--- config.mk ---
export PLATFORM = sky130hd
export DESIGN_NAME = uart_regs
export DESIGN_NICKNAME = d
export VERILOG_FILES = /design/src/rtl/uart_pkg.sv /design/src/rtl/uart_sync_fifo.sv /design/src/rtl/uart_regs.sv
export SDC_FILE = /design/constraint.sdc
export NUM_CORES = 1
export LEC_CHECK = 0
export ABC_AREA = 1
export CAP_MARGIN = 20
export CORE_MARGIN = 2
export CORE_UTILIZATION = 40
export DETAILED_ROUTE_END_ITERATION = 6
export SLEW_MARGIN = 20
export SYNTH_ARGS = -nofsm -noshare
export SYNTH_HDL_FRONTEND = slang
export SYNTH_SLANG_ARGS = --single-unit
--- constraint.sdc ---
create_clock -name clk -period 3.4 [get_ports clk]
set_input_delay 0.68 -clock clk [delete_from_list [all_inputs] [get_ports clk]]
set_output_delay 0.68 -clock clk [all_outputs]
set_load 0.02 [all_outputs]
--- src/rtl/uart_pkg.sv ---
// rtl/uart_pkg.sv - register map, field positions and error type for the UART register block
package uart_pkg;

    localparam logic [31:0] REG_CTRL   = 32'd0;
    localparam logic [31:0] REG_BAUD   = 32'd1;
    localparam logic [31:0] REG_STATUS = 32'd2;
    localparam logic [31:0] REG_TXDATA = 32'd3;
    localparam logic [31:0] REG_RXDATA = 32'd4;

    localparam int CTRL_W      = 5;
    localparam int CTRL_TX_EN  = 0;
    localparam int CTRL_RX_EN  = 1;
    localparam int CTRL_RX_IE  = 2;
    localparam int CTRL_TX_IE  = 3;
    localparam int CTRL_ERR_IE = 4;

    localparam int ST_TX_FULL   = 0;
    localparam int ST_TX_EMPTY  = 1;
    localparam int ST_RX_FULL   = 2;
    localparam int ST_RX_EMPTY  = 3;
    localparam int ST_OVERRUN   = 4;
    localparam int ST_FRAME_ERR = 5;
    localparam int ST_TX_LEVEL  = 8;
    localparam int ST_RX_LEVEL  = 16;

    typedef enum logic [1:0] {
        ERR_NONE   = 2'd0,
        ERR_DECODE = 2'd1,
        ERR_FIFO   = 2'd2
    } uart_err_e;

endpackage

--- src/rtl/uart_sync_fifo.sv ---
// rtl/uart_sync_fifo.sv - single-clock FIFO with extra-bit pointers and show-ahead head
module uart_sync_fifo
    import uart_pkg::*;
#(
    parameter int WIDTH = 8,
    parameter int DEPTH = 16
) (
    input  logic                   clk,
    input  logic                   rst_n,
    input  logic                   push,
    input  logic [WIDTH-1:0]       push_data,
    input  logic                   pop,
    output logic [WIDTH-1:0]       pop_data,
    output logic                   full,
    output logic                   empty,
    output logic [$clog2(DEPTH):0] level
);

    localparam int AW = $clog2(DEPTH);
    localparam logic [AW:0] FULL_LEVEL = {1'b1, {AW{1'b0}}};
    localparam logic [AW:0] PTR_ONE    = {{AW{1'b0}}, 1'b1};

    logic [AW:0]      wptr_q, wptr_d;
    logic [AW:0]      rptr_q, rptr_d;
    logic [WIDTH-1:0] mem_q [DEPTH];
    logic             do_push;
    logic             do_pop;

    // A push into a full FIFO is accepted when the head leaves in the same cycle.
    always_comb begin
        level   = wptr_q - rptr_q;
        empty   = (wptr_q == rptr_q);
        full    = (level == FULL_LEVEL);
        do_pop  = pop & ~empty;
        do_push = push & (~full | do_pop);
        wptr_d  = do_push ? wptr_q + PTR_ONE : wptr_q;
        rptr_d  = do_pop  ? rptr_q + PTR_ONE : rptr_q;
    end

    assign pop_data = mem_q[rptr_q[AW-1:0]];

    always_ff @(posedge clk) begin
        if (!rst_n) begin
            wptr_q <= '0;
            rptr_q <= '0;
        end else begin
            wptr_q <= wptr_d;
            rptr_q <= rptr_d;
        end
    end

    always_ff @(posedge clk) begin
        if (do_push) begin
            mem_q[wptr_q[AW-1:0]] <= push_data;
        end
    end

endmodule

--- src/rtl/uart_regs.sv ---
// rtl/uart_regs.sv - UART control/status register block with TX and RX byte FIFOs
module uart_regs
    import uart_pkg::*;
#(
    parameter int              DATA_WIDTH     = 32,
    parameter int              REG_ADDR_WIDTH = 4,
    parameter int              FIFO_DEPTH     = 16,
    parameter logic [15:0]     BAUD_RESET     = 16'd434
) (
    input  logic                      clk,
    input  logic                      rst_n,
    input  logic [REG_ADDR_WIDTH-1:0] reg_addr,
    input  logic [DATA_WIDTH-1:0]     reg_wdata,
    input  logic [DATA_WIDTH/8-1:0]   reg_wstrb,
    input  logic                      reg_wen,
    input  logic                      reg_ren,
    output logic [DATA_WIDTH-1:0]     reg_rdata,
    output logic                      reg_error,
    output logic [7:0]                tx_data,
    output logic                      tx_valid,
    input  logic                      tx_ready,
    input  logic [7:0]                rx_data,
    input  logic                      rx_valid,
    input  logic                      rx_frame_err,
    output logic                      tx_en,
    output logic                      rx_en,
    output logic [15:0]               baud_div,
    output logic                      irq
);

    localparam int LW = $clog2(FIFO_DEPTH) + 1;

    logic [CTRL_W-1:0]     ctrl_q, ctrl_d;
    logic [15:0]           baud_q, baud_d;
    logic                  overrun_q, overrun_d;
    logic                  frame_err_q, frame_err_d;
    logic                  irq_q, irq_d;
    logic [DATA_WIDTH-1:0] rdata_q, rdata_d;
    uart_err_e             rd_err_q, rd_err_d;
    uart_err_e             wr_err;

    logic                  tx_push, tx_pop, tx_full, tx_empty;
    logic [LW-1:0]         tx_level;
    logic                  rx_push, rx_pop, rx_full, rx_empty;
    logic [LW-1:0]         rx_level;
    logic [7:0]            rx_head;

    logic [31:0]           addr_ext;
    logic [DATA_WIDTH-1:0] status_word;
    logic                  ovr_clr, fe_clr;
    logic                  unused_bits;

    assign unused_bits = ^{reg_wdata, reg_wstrb};

    uart_sync_fifo #(.WIDTH(8), .DEPTH(FIFO_DEPTH)) u_tx_fifo (
        .clk       (clk),
        .rst_n     (rst_n),
        .push      (tx_push),
        .push_data (reg_wdata[7:0]),
        .pop       (tx_pop),
        .pop_data  (tx_data),
        .full      (tx_full),
        .empty     (tx_empty),
        .level     (tx_level)
    );

    uart_sync_fifo #(.WIDTH(8), .DEPTH(FIFO_DEPTH)) u_rx_fifo (
        .clk       (clk),
        .rst_n     (rst_n),
        .push      (rx_push),
        .push_data (rx_data),
        .pop       (rx_pop),
        .pop_data  (rx_head),
        .full      (rx_full),
        .empty     (rx_empty),
        .level     (rx_level)
    );

    assign tx_en     = ctrl_q[CTRL_TX_EN];
    assign rx_en     = ctrl_q[CTRL_RX_EN];
    assign baud_div  = baud_q;
    assign irq       = irq_q;
    assign reg_rdata = rdata_q;
    assign tx_valid  = tx_en & ~tx_empty;
    assign tx_pop    = tx_valid & tx_ready;
    assign rx_push   = rx_valid & rx_en;
    assign reg_error = reg_wen ? (wr_err != ERR_NONE) : (rd_err_q != ERR_NONE);

    always_comb begin
        addr_ext                         = 32'(reg_addr);
        status_word                      = '0;
        status_word[ST_TX_FULL]          = tx_full;
        status_word[ST_TX_EMPTY]         = tx_empty;
        status_word[ST_RX_FULL]          = rx_full;
        status_word[ST_RX_EMPTY]         = rx_empty;
        status_word[ST_OVERRUN]          = overrun_q;
        status_word[ST_FRAME_ERR]        = frame_err_q;
        status_word[ST_TX_LEVEL +: LW]   = tx_level;
        status_word[ST_RX_LEVEL +: LW]   = rx_level;
    end

    always_comb begin
        ctrl_d   = ctrl_q;
        baud_d   = baud_q;
        wr_err   = ERR_NONE;
        tx_push  = 1'b0;
        ovr_clr  = 1'b0;
        fe_clr   = 1'b0;
        rdata_d  = rdata_q;
        rd_err_d = rd_err_q;
        rx_pop   = 1'b0;

        if (reg_wen) begin
            case (addr_ext)
                REG_CTRL: begin
                    if (reg_wstrb[0]) ctrl_d = reg_wdata[CTRL_W-1:0];
                end
                REG_BAUD: begin
                    if (reg_wstrb[0]) baud_d[7:0]  = reg_wdata[7:0];
                    if (reg_wstrb[1]) baud_d[15:8] = reg_wdata[15:8];
                end
                REG_STATUS: begin
                    if (reg_wstrb[0]) begin
                        ovr_clr = reg_wdata[ST_OVERRUN];
                        fe_clr  = reg_wdata[ST_FRAME_ERR];
                    end
                end
                REG_TXDATA: begin
                    if (reg_wstrb[0]) begin
                        if (tx_full) wr_err  = ERR_FIFO;
                        else         tx_push = 1'b1;
                    end
                end
                default: wr_err = ERR_DECODE;
            endcase
        end

        // Read data and error are captured together and held until the next read.
        if (reg_ren) begin
            rdata_d  = '0;
            rd_err_d = ERR_NONE;
            case (addr_ext)
                REG_CTRL:   rdata_d = DATA_WIDTH'(ctrl_q);
                REG_BAUD:   rdata_d = DATA_WIDTH'(baud_q);
                REG_STATUS: rdata_d = status_word;
                REG_RXDATA: begin
                    if (rx_empty) begin
                        rd_err_d = ERR_FIFO;
                    end else begin
                        rdata_d = DATA_WIDTH'(rx_head);
                        rx_pop  = 1'b1;
                    end
                end
                default: rd_err_d = ERR_DECODE;
            endcase
        end
    end

    // Sticky flags: a new event in the same cycle as a W1C wins.
    always_comb begin
        overrun_d   = (rx_push & rx_full & ~rx_pop) | (overrun_q & ~ovr_clr);
        frame_err_d = rx_frame_err | (frame_err_q & ~fe_clr);
        irq_d       = (ctrl_q[CTRL_RX_IE]  & ~rx_empty)
                    | (ctrl_q[CTRL_TX_IE]  &  tx_empty)
                    | (ctrl_q[CTRL_ERR_IE] & (overrun_q | frame_err_q));
    end

    always_ff @(posedge clk) begin
        if (!rst_n) begin
            ctrl_q      <= '0;
            baud_q      <= BAUD_RESET;
            overrun_q   <= 1'b0;
            frame_err_q <= 1'b0;
            irq_q       <= 1'b0;
            rdata_q     <= '0;
            rd_err_q    <= ERR_NONE;
        end else begin
            ctrl_q      <= ctrl_d;
            baud_q      <= baud_d;
            overrun_q   <= overrun_d;
            frame_err_q <= frame_err_d;
            irq_q       <= irq_d;
            rdata_q     <= rdata_d;
            rd_err_q    <= rd_err_d;
        end
    end

endmodule

**Word-level counts from Yosys, hierarchy flattened**

Memories as Yosys holds them, arrays and structs flattened. A register that Yosys moved wholly into a read port is not among the register bits.
Cells that the tools add are included.

- Memories: 2
- Word-level logic and storage cells: 93
- Output and inout port bits: 61
- Bits of input ports: 55
- Register bits: 78
- Memory bits (writable): 256

Memories:

| memory | words | width | rd ports | clocked after memory_dff | wr ports | line | text |
|---|---|---|---|---|---|---|---|
| u_rx_fifo.mem_q | 16 | 8 | 1 | 1 | 1 | uart_sync_fifo.sv:25 | `logic [WIDTH-1:0] mem_q [DEPTH];` |
| u_tx_fifo.mem_q | 16 | 8 | 1 | 1 | 1 | uart_sync_fifo.sv:25 |  |

- Reductions and logical operators: 7
- Equality and inequality tests: 8
- Bitwise logic cells: 28
- Add/subtract/negate cells: 6
- Mux-type cells: 30

Operator list:

| operator | number |
|---|---|
| $pmux W21 S4 | 1 |
| $logic_not A32 Y1 | 1 |
| $add A5 B1 Y5 const B | 4 |
| $mux W1 | 18 |
| $mux W4 | 4 |
| $and A1 B1 Y1 | 14 |
| $eq A5 B5 Y1 | 2 |
| $eq A5 B5 Y1 const B | 2 |
| $sub A5 B5 Y5 | 2 |
| $reduce_and A3 Y1 | 3 |
| $eq A4 B2 Y1 const B | 2 |
| $mux W2 | 4 |
| $mux W8 | 1 |
| $pmux W2 S2 | 2 |
| $not A1 Y1 | 7 |
| $or A1 B1 Y1 | 7 |
| $eq A4 B1 Y1 const B | 1 |
| $eq A4 B3 Y1 const B | 1 |
| $reduce_bool A2 Y1 | 2 |
| $reduce_or A3 Y1 | 1 |

**Longest topological paths before layout**

Gate-level depths: netlist of the first run.

- Word-level depth: 9
- Gate-level depth with buffers: 15
- Mapped depth without buffers: 15

**Cells and area by module**

From an unflattened synthesis of the first run, not the netlist that was laid out.

- Cell total of the unflattened synthesis: 1276
- Area, all modules: 14261.2 um2

Modules (own cells, without submodules):

| module | sequential area each (um2) | times used | cells each | area an instance (um2) |
|---|---|---|---|---|
| uart_sync_fifo at u_tx_fifo | 4124.0 | 1 | 478 | 6052.1 |
| uart_sync_fifo at u_rx_fifo | 4124.0 | 1 | 478 | 6030.8 |
| uart_regs | 940.9 | 1 | 320 | 2178.3 |

**Least setup slack after synthesis of the first run**

No wires, ideal clock.

- Path kind: flip-flop to output port
- Start point: register u_tx_fifo.wptr_q[0]
- End point: output reg_error
- Path slack: 628 ps
- Cell stages (with the launch flop): 11
- Buffers on the path: 0
- Arrival: 2092 ps
- Data required time: 2720 ps
- Cell sequence: dfxtp_1 -> inv_1 -> ha_1 -> inv_1 -> fa_1 -> or2_0 -> nor2_1 -> nand3_1 -> nor2_1 -> nand4_1 -> a31oi_1

- Word-level cells in the longest chain between the ends: 8

Ends and longest elaborated chain:

| item | line | text |
|---|---|---|
| from (decl) | uart_sync_fifo.sv:23 | `logic [AW:0] wptr_q, wptr_d;` |
| from (signal assigned) | uart_sync_fifo.sv:47 | `wptr_q <= wptr_d;` |
| $sub A5 B5 Y5 | uart_sync_fifo.sv:31 | `level = wptr_q - rptr_q;` |
| $eq A5 B5 Y1 | uart_sync_fifo.sv:33 | `full = (level == FULL_LEVEL);` |
| $mux W2 | uart_regs.sv:130 | `if (tx_full) wr_err = ERR_FIFO;` |
| $mux W2 | uart_regs.sv:129 | `if (reg_wstrb[0]) begin` |
| $pmux W2 S2 | uart_regs.sv:114 | `case (addr_ext)` |
| $mux W2 | uart_regs.sv:113 | `if (reg_wen) begin` |
| $reduce_bool A2 Y1 | uart_regs.sv:87 | `assign reg_error = reg_wen ? (wr_err != ERR_NONE) : (rd_err_q != ERR_NONE);` |
| $mux W1 | uart_regs.sv:87 |  |
| to (decl) | uart_regs.sv:18 | `output logic reg_error,` |

Every way passes these cells.

**Worst setup path in the final report of the first run**

Ends and elaborated chain as after synthesis.

==> metrics, run 1 <==
Worst path depth=11; post-synthesis xor/xnor area fraction=0.373%; fin nets=1489; wire length per cell=17.9 um; final core utilization=48.6%; vias in the first global route=9118; clock root buffer=clkbuf_16; Worst EP required=2.72 ns; Worst Tran Pin Value=0.907 ns; routed vias=9576; Top delay family on crit path=simple AND/OR/NAND/NOR gates; DP HPWL=22000 um; Core Region=34600 um2; post-synthesis adder-cell area fraction=1.88%; Worst Hold Path Cells=2; relative slew slack=39.4%; Finish-stage setup viols=0; Syn Std Cell Area=14100 um2; Die W=192 um; ant diodes=0; # IOs=116; Worst Path Arrival=2.63 ns; Slowest Stage Delay on Critical Path=0.47 ns; Initial Util=40.7%; post-synth top area cell=edfxtp_1; Cell Chain, Critical Path=inv_2 > ha_4 > inv_2 > fa_1 > or2_0 > nor2_1 > nand3_2 > nor2_2 > nand4_1 > a31oi_1 > buf_4; Clock Power Share=46.5%; CTS tree=yes; GRT Total Usage=18.7%; CTS Sinks=331; final hold vios=0; Final Max Tran Viols=0; layout cells sized above 1=9.77%; CP max FO=2; Crit-path slowest cell=fa_1; worst slack, placed=0.153 ns; asr flop ratio synth=0%; Final Skew=0.0205 ns; Port-buffer cells=86; Mapped Cells=1300; simple logic cell fraction of the synthesized area=14.5%; fill count=3129; Leak=6.02 nW; DRC=0; Post-synth EDFFs=256; Worst setup SP type=register; final setup TNS=0 ns; worst-skew pair later-pin latency=0.54 ns; Final Wtd Congestion=0.828; Post-DRT Antenna Nets=0; drt pass-1 iters=5; Die H=192 um; Max VDD drop=0.000441 V; Hold-fix buffers, CTS=0; num rows=68; Internal=6.84 mW; htree depth=2; Flop pwr share=50.9%; Pwr Total=8.58 mW; vias per std cell=5.05; Worst-path clk slew=0.05 ns; switching power=1.74 mW; Max Cap Viol=0; DIE AREA=36700 um2; Area growth syn-to-layout=19.5%; sequential share of the synthesized area=65.3%; pwr dens=510 nW/um2; multiplexer share of the synthesized area=2.28%; grt total ovfl=0; Synth Register Bits=331; Critical Path End Type=output port; status=completed; Synth area leaders=edfxtp_1 (55%), dfxtp_1 (11%), nand2_1 (6.3%); Setup WS post-layout=0.0934 ns; final WL=34100 um; CTS buffer count=37; Distinct cells, synth=45; DP Area=15500 um2; Setup CP Type=register to output port; CP Buf/Inv Count=3; Comb power frac=2.6%; r2r worst-path depth=12; Compound-Gate Fraction of Synth Area=9.70%; worst hold path type=register to register; Synthesis Warnings=0; most frequent CP cell=inv_2; first-pass GRT wire length=52200 um; area share of the largest cell type after synthesis=54.6%; Bufs on Longest Clock Path=3; minimum clock period=3.31 ns; largest net degree at the start of global routing=81; ys flop type=edfxtp_1; f_max=0.302 GHz; fin crit share=97.3%; initial antenna violation count=0; average cell area after synthesis=10.8 um2; largest family of logic cells by synthesized area=simple AND/OR/NAND/NOR gates; initial detailed-routing violation count=756; switching power share of the total=20.3%; Layout Cell Area excl Fill=16800 um2
## logic make-up (layout without fill, tap and decap cells)
| kind of cell | Yosys count | count (layout) |
|---|---|---|
| other cells | 1 | 11 |
| fa+ha+maj | 20 | 20 |
| simple gates | 476 | 476 |
| mux | 32 | 32 |
| compound gates | 241 | 241 |
| flops | 331 | 331 |
| buf+inv | 193 | 326 |
| xor+xnor | 6 | 6 |
## path summary, 6_finish.rpt
kind / startpoint / end / slack, ns
setup / recovery: u_tx_fifo.wptr_q[0] / reg_error / 0.09
hold / removal: reg_rdata[17] / reg_rdata[17] / 0.47
setup reg to reg: u_tx_fifo.wptr_q[0] / u_tx_fifo.mem_q[1][6] / 0.53
hold reg to reg: reg_rdata[17] / reg_rdata[17] / 0.47
## final cells by class
type / instances / area [um2] / area share [%]
Tap cell: 455 / 569 / 3.39
Timing Repair inverter: 1 / 7.51 / 0.0446
Clock buffer: 52 / 1010 / 6.03
Clock inverter: 16 / 206 / 1.23
Sequential cell: 331 / 9200 / 54.7
Inverter: 124 / 472 / 2.80
Timing Repair Buffer: 133 / 1240 / 7.40
Multi-Input combinational cell: 786 / 4110 / 24.4
## synthesized netlist by cell type (4+ instances only)
| master | number |
|---|---|
| xor2_1 | 6 |
| inv_1 | 114 |
| o22ai_1 | 4 |
| o21ai_0 | 94 |
| inv_2 | 9 |
| nor2_1 | 107 |
| ha_1 | 18 |
| edfxtp_1 | 256 |
| buf_2 | 19 |
| o211ai_1 | 47 |
| nand2_1 | 236 |
| a21oi_1 | 80 |
| clkbuf_1 | 27 |
| nand3_1 | 100 |
| nor3_1 | 10 |
| mux2i_1 | 32 |
| buf_4 | 18 |
| a31oi_1 | 4 |
| dfxtp_1 | 75 |
## per-stage QoR
stage,hold slack (ns),std cells
floorplan,0.441,1310
global placement,0.452,1820
detailed placement,0.460,1820
CTS,0.471,1890
global route,0.492,1898
finish,0.469,1898
## power groups by stage
stage / clock network, mW / logic, mW / registers, mW
final: 3.99 / 0.220 / 4.37
after floorplan: 0 / 0.0796 / 4.46
after global placement: 0 / 0.218 / 4.45
after detailed placement: 0 / 0.222 / 4.45
after global routing: 4.25 / 0.241 / 4.37
after CTS: 4.06 / 0.221 / 4.37
## what timing repair did
item	in CTS	in global routing
gates resized for setup	8	11
gates cloned	1	0
setup buffers	1	8
setup endpoints to repair	6	9
pin swaps	0	6
## flip-flops by register name, indices dropped and copies added (netlist names), named ones only
register          flops
u_rx_fifo.mem_q     128
reg_rdata            21
u_tx_fifo.rptr_q      5
u_rx_fifo.wptr_q      5
ctrl_q                5
u_tx_fifo.mem_q     128
irq                   1
u_tx_fifo.wptr_q      5
overrun_q             1
frame_err_q           1
rd_err_q              2
baud_div             16
u_rx_fifo.rptr_q      5
## metal layers
metal,up-vias,global-route usage (%),part of all wire (%)
met3,58,3.11,5.5
met4,0,6.01,2.5
li1,4707,-,-
met1,4537,25.1,44
met5,-,0,0
met2,274,30.9,48
## layout by cell type (no fill, tap or decap), types with 4 or more instances in the layout
cell type        instances
edfxtp_1               256
nand2_1                236
inv_1                  111
nor2_1                 106
nand3_1                 99
o21ai_0                 94
clkdlybuf4s50_1         85
a21oi_1                 80
dfxtp_1                 70
o211ai_1                47
buf_4                   44
clkbuf_16               38
mux2i_1                 32
ha_1                    17
clkbuf_1                13
inv_2                   11
conb_1                  11
nor3_1                  10
xor2_1                   6
clkinv_2                 6
nor2_2                   4
a31oi_1                  4
o22ai_1                  4
bufinv_16                4
## tightest hold or removal path, delay by kind of cell (launching register included)
kind             cells  cell delay (ns)
flip-flops           1             0.31
AND/OR/NAND/NOR      1             0.06
AO/OA/AOI/OAI        1             0.06
(Power assumes the default switching activity.)
==> run 2: changes to the inputs <==
Settings changed: SLEW_MARGIN 20 to not set.
==> results of run 2 <==
Final layout, timing and power as in run 1 (identical DEF).
==> run 3: changes to the inputs <==
Settings changed: SKIP_CTS_REPAIR_TIMING set to 1.
==> run 3 against run 2 <==
  * Sequential power barely moved
  * Critical path depth did not move
  * Critical endpoint unchanged
  * Clock skew rose by 0.0022 ns
  * Maximum frequency fell by 2.1%
  * Setup slack got worse by 0.072 ns
  * Via count fell by 0.21%
  * Largest cell class unchanged
==> metrics, run 3 (same netlist as run 1, synthesis figures left out) <==
Cell Chain, Critical Path=inv_1 > ha_1 > inv_2 > fa_1 > or2_0 > nor2_1 > nand3_2 > nor2_2 > nand4_1 > a31oi_1 > buf_4; Pwr Total=8.58 mW (about the same); initial antenna violation count=0 (unchanged); register area=9200 um2 (about the same); CTS Sinks=331 (unchanged); worst hold path type=register to register; Finish-stage setup viols=0 (unchanged); Max Cap Viol=0 (unchanged); Max VDD drop=0.000438 V (-0.78%); DRC=0 (unchanged); f_max=0.296 GHz (-2.1%); drt pass-1 iters=5 (unchanged); Worst Hold Path Cells=2 (unchanged); worst-skew pair later-pin latency=0.54 ns (about the same); vias in the first global route=9082 (-0.39%); Die H=192 um (unchanged); DIE AREA=36700 um2 (unchanged); Setup CP Type=register to output port; worst hold start=reg_rdata[0]; final WL=34000 um (-0.12%); Final Max Tran Viols=0 (unchanged); grt total ovfl=0 (unchanged); Worst Setup SP=u_tx_fifo.wptr_q[0]; Bufs on Longest Clock Path=3 (unchanged); GRT Total Usage=18.5% (-0.16 points); Initial Util=40.7% (unchanged); Core Region=34600 um2 (unchanged); Final Wtd Congestion=0.828 (unchanged); relative slew slack=37.9% (-1.4 points); ant diodes=0 (unchanged); Cells after DPL=1820 (unchanged); commonest non-fill, non-tap cell in the layout=edfxtp_1; final hold vios=0 (unchanged); Port-buffer cells=86 (unchanged); largest net degree at the start of global routing=81 (unchanged); Worst EP required=2.72 ns (about the same); Post-DRT Antenna Nets=0 (unchanged); initial detailed-routing violation count=743 (-1.7%); Final Skew=0.0226 ns (+0.00216 ns); Slowest Stage Delay on Critical Path=0.46 ns (about the same); first-pass GRT wire length=51900 um (-0.73%); fin cells=1894 (-0.21%); # IOs=116 (unchanged); clock root buffer=clkbuf_16; most frequent cells in the layout=edfxtp_1 (256), nand2_1 (236), inv_1 (112); Crit-path slowest cell=fa_1; wire length per cell=18.0 um (about the same); area occupied by multi-input gates=4090 um2 (-0.30%); fill count=3125 (-0.13%); vias per std cell=5.05 (about the same); DP HPWL=22000 um (unchanged); fin nets=1485 (-0.27%); RSZ-0062 raised after global routing=yes; r2r worst-path depth=12 (unchanged); htree depth=2 (unchanged); status=completed; final core utilization=48.5% (-0.094 points); worst hold endpoint=reg_rdata[0]; num rows=68 (unchanged); CP max FO=2 (unchanged); routed vias=9556 (-0.21%); Worst-path clk slew=0.05 ns (about the same); Area growth syn-to-layout=19.2%; reg-to-reg setup timing slack=0.49 ns (-0.04 ns); fin crit share=99.4% (+2.1 points); Worst Path Arrival=2.70 ns (+0.07 ns); r2r startpoint=u_tx_fifo.wptr_q[0]; reg2reg end=u_tx_fifo.mem_q[1][6]; Worst Tran Pin Value=0.928 ns (+0.0216 ns); Worst setup SP type=register; layout cells sized above 1=9.38% (-0.39 points); CTS tree=yes; CTS buffer count=37 (unchanged); Die W=192 um (unchanged); minimum clock period=3.38 ns (+0.0720 ns); Leak=6.00 nW (-0.21%); pwr dens=511 nW/um2 (+0.21%); Critical Path End Type=output port
-- run 3: changes by cell type in the layout (fill, tap and decap cells not counted), sizes merged --
cell,delta
buf,-4
-- run 3: critical path: cells and delay by family, from the launching register on --
family          cells  cell delay [ns]
compound gates      1             0.18
fa+ha+maj           2             0.62
buf+inv             3             0.29
flops               1             0.31
simple gates        5             0.75
-- run 3: layer usage --
metal	part of all wire (%)	track usage (%)	vias to the layer above	routed length, um
li1	-	-	4701	-
met1	44	25.0	4535	14900
met2	49	30.6	264	16500
met3	5.3	3.07	56	1810
met4	2.3	5.74	0	768
met5	0	0	-	0
-- run 3: per-stage QoR --
step / TNS, ns / worst slack, ns / cell area, um2 / hold WS, ns
2_1_floorplan: 0 / 0.628 / 14100 / 0.441
3_3_place_gp: 0 / 0.150 / 15500 / 0.452
3_5_place_dp: 0 / 0.153 / 15500 / 0.460
4_1_cts: -0.776 / -0.438 / 16700 / 0.471
5_1_grt: -0.162 / -0.162 / 16800 / 0.492
6_report: 0 / 0.0213 / 16800 / 0.470
-- run 3: layout make-up --
class / instances / area share (%)
Tap cell: 455 / 3.39
Clock buffer: 52 / 6.04
Timing Repair Buffer: 129 / 7.31
Timing Repair inverter: 1 / 0.0447
Clock inverter: 16 / 1.23
Inverter: 124 / 2.81
Sequential cell: 331 / 54.8
Multi-Input combinational cell: 786 / 24.4
-- run 3: how the worst max path moves through the flow --
stage | to | slack [ns]
floorplan | reg_error | 0.63
global placement | reg_error | 0.15
detailed placement | reg_error | 0.15
CTS | reg_error | -0.44
global route | reg_error | -0.16
finish | reg_error | 0.02
-- run 3: report_power, final --
| part | internal (mW) | switching, mW |
|---|---|---|
| logic | 0.0733 | 0.147 |
| clock network | 2.40 | 1.58 |
| registers | 4.36 | 0.00685 |
| total | 6.84 | 1.74 |
